--- src/rtl/router_pkg.sv ---
// -----------------------------------------------------------------------------
// router_pkg
// Shared definitions for the byte output router.
//   BYTE_W     : default data width of one slot
//   slot_state_e : per-slot occupancy state (EMPTY / FULL)
//   sel_width(n) : select code width for n slots, never below 1 bit
// -----------------------------------------------------------------------------
package router_pkg;

  localparam int BYTE_W = 8;

  typedef enum logic {
    SLOT_EMPTY = 1'b0,
    SLOT_FULL  = 1'b1
  } slot_state_e;

  // A single slot still needs a 1-bit select, so clamp at 1.
  function automatic int sel_width(input int n);
    return (n <= 2) ? 1 : $clog2(n);
  endfunction

endpackage

--- src/rtl/router_slot.sv ---
// -----------------------------------------------------------------------------
// router_slot
// One output slot: data register plus an EMPTY/FULL state flop.
// Ports:
//   clk, rst_n : clock, asynchronous active-low reset
//   i_load     : accepted write targets this slot (already qualified by top)
//   i_rd       : consumer acknowledge
//   i_data     : byte to load
//   o_data     : held data (keeps last value after consumption)
//   o_valid    : slot is FULL
// -----------------------------------------------------------------------------
module router_slot
  import router_pkg::*;
#(
  parameter int WIDTH = BYTE_W
) (
  input  logic             clk,
  input  logic             rst_n,
  input  logic             i_load,
  input  logic             i_rd,
  input  logic [WIDTH-1:0] i_data,
  output logic [WIDTH-1:0] o_data,
  output logic             o_valid
);

  slot_state_e      r_state;
  logic [WIDTH-1:0] r_data;

  always_ff @(posedge clk or negedge rst_n) begin
    if (!rst_n) begin
      r_state <= SLOT_EMPTY;
      r_data  <= '0;
    end else begin
      case (r_state)
        SLOT_EMPTY: begin
          // A read on an empty slot is simply ignored.
          if (i_load) begin
            r_data  <= i_data;
            r_state <= SLOT_FULL;
          end
        end
        SLOT_FULL: begin
          // Load wins over read: same-cycle write+read passes straight through.
          if (i_load) begin
            r_data <= i_data;
          end else if (i_rd) begin
            r_state <= SLOT_EMPTY;
          end
        end
        default: r_state <= SLOT_EMPTY;
      endcase
    end
  end

  assign o_data  = r_data;
  assign o_valid = (r_state == SLOT_FULL);

endmodule

--- src/rtl/byte_output_router.sv ---
// -----------------------------------------------------------------------------
// byte_output_router
// Steers one byte-wide write port into one of NUM_OUT registered slots.
// Each slot holds its byte with a valid flag until its consumer acknowledges.
// Ports:
//   clk, rst_n : clock, asynchronous active-low reset
//   in_data    : byte to route
//   in_sel     : target slot index
//   in_we      : write request
//   in_ready   : addressed slot(s) can accept this cycle (combinational)
//   out_data   : flattened slot data, slot k at [k*WIDTH +: WIDTH]
//   out_valid  : per-slot FULL flag
//   out_rd     : per-slot consumer acknowledge
//   overflow   : sticky rejected-write flag
//   ovf_clr    : synchronous clear of overflow (a same-cycle rejection wins)
// Optional build macro ROUTER_BROADCAST_EN: an all-ones in_sel writes every
// slot at once (for power-of-two NUM_OUT the top slot becomes unreachable).
// -----------------------------------------------------------------------------
module byte_output_router
  import router_pkg::*;
#(
  parameter  int NUM_OUT = 2,
  parameter  int WIDTH   = BYTE_W,
  localparam int SEL_W   = sel_width(NUM_OUT)
) (
  input  logic                     clk,
  input  logic                     rst_n,
  input  logic [WIDTH-1:0]         in_data,
  input  logic [SEL_W-1:0]         in_sel,
  input  logic                     in_we,
  output logic                     in_ready,
  output logic [NUM_OUT*WIDTH-1:0] out_data,
  output logic [NUM_OUT-1:0]       out_valid,
  input  logic [NUM_OUT-1:0]       out_rd,
  output logic                     overflow,
  input  logic                     ovf_clr
);

  logic [NUM_OUT-1:0] w_hit;
  logic [NUM_OUT-1:0] w_free;
  logic [NUM_OUT-1:0] w_load;
  logic               w_bcast;
  logic               w_ready_addr;
  logic               w_ready_bcast;
  logic               w_accept;
  logic               w_reject;
  logic               r_overflow;

`ifdef ROUTER_BROADCAST_EN
  assign w_bcast = &in_sel;
`else
  assign w_bcast = 1'b0;
`endif

  genvar gi;
  generate
    for (gi = 0; gi < NUM_OUT; gi++) begin : g_slot
      // An out-of-range select matches no slot, so it can never be ready.
      assign w_hit[gi]  = (in_sel == SEL_W'(gi)) && !w_bcast;
      assign w_free[gi] = !out_valid[gi] || out_rd[gi];
      assign w_load[gi] = w_accept && (w_hit[gi] || w_bcast);

      router_slot #(
        .WIDTH (WIDTH)
      ) u_slot (
        .clk     (clk),
        .rst_n   (rst_n),
        .i_load  (w_load[gi]),
        .i_rd    (out_rd[gi]),
        .i_data  (in_data),
        .o_data  (out_data[gi*WIDTH +: WIDTH]),
        .o_valid (out_valid[gi])
      );
    end
  endgenerate

  assign w_ready_addr  = |(w_hit & w_free);
  assign w_ready_bcast = &w_free;
  assign in_ready      = w_bcast ? w_ready_bcast : w_ready_addr;

  assign w_accept = in_we && in_ready;
  assign w_reject = in_we && !in_ready;

  always_ff @(posedge clk or negedge rst_n) begin
    if (!rst_n) begin
      r_overflow <= 1'b0;
    end else if (w_reject) begin
      r_overflow <= 1'b1;
    end else if (ovf_clr) begin
      r_overflow <= 1'b0;
    end
  end

  assign overflow = r_overflow;

endmodule

--- config.mk ---
export PLATFORM = sky130hd
export DESIGN_NAME = byte_output_router
export DESIGN_NICKNAME = d
export VERILOG_FILES = /design/src/rtl/router_pkg.sv /design/src/rtl/router_slot.sv /design/src/rtl/byte_output_router.sv
export SDC_FILE = /design/constraint.sdc
export NUM_CORES = 1
export LEC_CHECK = 0
export ABC_AREA = 1
export CAP_MARGIN = 5
export CORE_ASPECT_RATIO = 1.2
export CORE_UTILIZATION = 45
export CTS_BUF_LIST = sky130_fd_sc_hd__clkbuf_8
export CTS_CLUSTER_DIAMETER = 150
export DETAILED_ROUTE_END_ITERATION = 10
export PLACE_DENSITY_LB_ADDON = 0.12
export SYNTH_ARGS = -nofsm -noshare
export SYNTH_HDL_FRONTEND = slang
export SYNTH_HIERARCHICAL = 1
export SYNTH_SLANG_ARGS = --single-unit
--- constraint.sdc ---
create_clock -name clk -period 3 [get_ports clk]
set_clock_uncertainty 0.05 [all_clocks]
set_input_delay 0.3 -clock clk [delete_from_list [all_inputs] [get_ports clk]]
set_output_delay 0.3 -clock clk [all_outputs]
set_load 0.005 [all_outputs]
==> flow_summary.toml <==
[status]
run_status = "completed"

[logic_synthesis]
synth-adder-area-share_pct = 0
avgSynthCellArea_um2 = 8.31
synthSimpleGateAreaFrac_pct = 28.5
synthCells = 94
synth_mux_area_share_pct = 0
ys_seq_area_share_pct = 60.9
yosys_warnings = 6
synthDistinctLibCells = 8
synth.cell_area_um2 = 781
number_of_synthesized_register_bits = 19
synth_compound_area_share_pct = 1.92
post_synth_xor_area_fraction_pct = 0
synth_top_family_by_area = "simple AND/OR/NAND/NOR gates"
syn-num-nets = 109

[cts]
cts_resized = 0
clk_root_buffer_cell = "sky130_fd_sc_hd__clkbuf_8"
clk-insertion-delay-late_ns = 0.25
cts.reportedPaths.clkPinSlew_ns = 0.07
cts_max_level = 1
cts-buffers-inserted = 3
cts_tree = "built"
ctsHoldBuffers = 0
cts.sink_count = 19
clk_path_buf_depth = 2
postCtsSetupRepairBufs = 0

[pwr]
leakagePower_nw = 0.619
totalPowerFinal_w = 0.000644
power_per_cell_area_mw_per_mm2 = 552
irDropWorstVdd_uv = 400

[global_routing]
groute.usage.overall_pct = 19.3
antenna_found_initial = 0
wire_length_of_the_first_global_routing_pass_um = 2480
grt_max_degree = 20
global_route.overflow_total = 0
first_global_vias = 631

[detailed_routing]
post_drt_via_cell_ratio = 4.66
drt.antenna.violating_nets = 0
drc_errors = 0
drtPass1Iterations = 4
highest_layer = "met4"
first_iter_violations = 11
detail_route.wirelength.met1_um = 712
finalWirelength_um = 1650
wl_per_cell_um = 11.1
routed-wl-met3_um = 131
via_count = 689
wl_met2_um = 781

[sta]
final.period_utilization_pct = 62.5
rsz0062_at_grt = "false"
max_slew.worst_pin.slew_ns = 0.833
finalHoldViolCount = 0
fmax_mhz = 534
layout_setup_ws_ns = 1.13
timing.final.max_slew_violations = 0
max-slew-margin-rel_pct = 44.3
setup_total_negative_slack_ns = 0
period_needed_ns = 1.87
timing.final.setup_violations = 0

[finish]
layout.cells.most_common_list = "sky130_fd_sc_hd__nand2_1 (57), sky130_fd_sc_hd__clkdlybuf4s50_1 (34), sky130_fd_sc_hd__dfrtp_1 (19)"
diodes = 0
nNetsFinal = 146
sequential_cell_area_um2 = 475
fillerInstances = 138
mostFrequentLayoutCell = "sky130_fd_sc_hd__nand2_1"
final_layout_size_suffix_gt1_share_pct = 4.62
multiInputGateArea_um2 = 238
synthesis_to_layout_area_growth_pct = 49.5

[worst_setup_path]
timing_worst_setup_path_type = "in2out"
worstPathRequired_ns = 2.65
critical_path.max_fanout = 4
end_kind = "output pin"
setup.worst_path.start_class = "primary input"
crit_arrival_ns = 1.52

[floorplan]
num_ports = 35
core_area_mm2 = 0.00162
floorplan.initialDensity_pct = 48.1
floorplan.die.width_um = 40.0
die_area_mm2 = 0.00191
row_count = 16
dieHeight_um = 47.6

[job]
cap_viol_max_count = 0

[place]
placement.io_buffers = 34
gpl.final_weighted_congestion = 0.661
placement.setup.worst_slack_ns = 1.12
detailedPlacementHpwl_um = 1240

[hold_path]
hold_path.class = "reg2reg"
-- critical path: stages --
cell and delay (ns):
sky130_fd_sc_hd__clkdlybuf4s50_1 0.52, sky130_fd_sc_hd__nor2_1 0.06, sky130_fd_sc_hd__nand2_1 0.05, sky130_fd_sc_hd__nand2_1 0.06, sky130_fd_sc_hd__inv_1 0.05, sky130_fd_sc_hd__clkdlybuf4s50_1 0.49
-- cells in the mapped netlist --
master	number	area share (%)
sky130_fd_sc_hd__nand2_1	57	27
sky130_fd_sc_hd__dfrtp_1	19	61
sky130_fd_sc_hd__nor2_1	1	0.48
sky130_fd_sc_hd__buf_6	2	2.9
sky130_fd_sc_hd__inv_2	2	0.96
sky130_fd_sc_hd__o211ai_1	2	1.9
sky130_fd_sc_hd__nand3_1	1	0.64
sky130_fd_sc_hd__inv_1	10	4.8
-- state kept, by name, summed over array words and instances (netlist names) --
signal / cells
g_slot.u_slot/o_data: 16
g_slot.u_slot/o_valid: 2
overflow: 1
-- power by group --
part	internal (W)	leakage (nW)	switching (W)
sequential	0.000294	0.237	0.0000208
clock	0.0000922	0.0255	0.0000814
combinational	0.0000976	0.357	0.0000582
-- path summary, 6_finish.rpt --
check                                            from                         end  slack, ns  cells after the start
max reg2reg                  g_slot[1].u_slot/o_valid  g_slot[1].u_slot/o_data[2]       1.80                      6
max in group asynchronous                       rst_n  g_slot[1].u_slot/o_data[6]       1.91                      1
max                                            in_sel                    in_ready       1.13                      6
min in group asynchronous                       rst_n  g_slot[1].u_slot/o_data[7]       0.48                      1
min                        g_slot[1].u_slot/o_data[3]  g_slot[1].u_slot/o_data[3]       0.42                      2
min reg2reg                g_slot[1].u_slot/o_data[3]  g_slot[1].u_slot/o_data[3]       0.42                      2
-- metal layers --
metal | track usage [%] | vias to the layer above
li1 | - | 347
met1 | 23.5 | 310
met2 | 31.9 | 27
met3 | 5.12 | 5
met4 | 8.28 | 0
met5 | 0 | -
-- cell families after synthesis --
kind of cell,count (synthesis)
AOI/OAI and AO/OA,2
and+or+nand+nor,59
DFF,19
buffers and inverters,14
-- final cells by class --
cell class	count	area share [%]
clock buffers	3	3.54
clock inverters	1	0.429
inverters	12	3.86
multi-input cells	61	20.4
flip-flops and latches	19	40.7
well taps	18	1.93
repair buffers	34	29.2
-- per-stage QoR --
stage                     utilization, %  hold WS (ns)  std cells  instance area [µm²]
after floorplan                        -       -0.0456         94                  781
after global placement              69.1         0.404        144                 1120
after detailed placement            69.1         0.408        144                 1120
after CTS                           72.0         0.425        148                 1170
after global routing                72.0         0.451        148                 1170
final                               72.0         0.420        148                 1170
No activity file was read; power rests on OpenSTA's default activity.
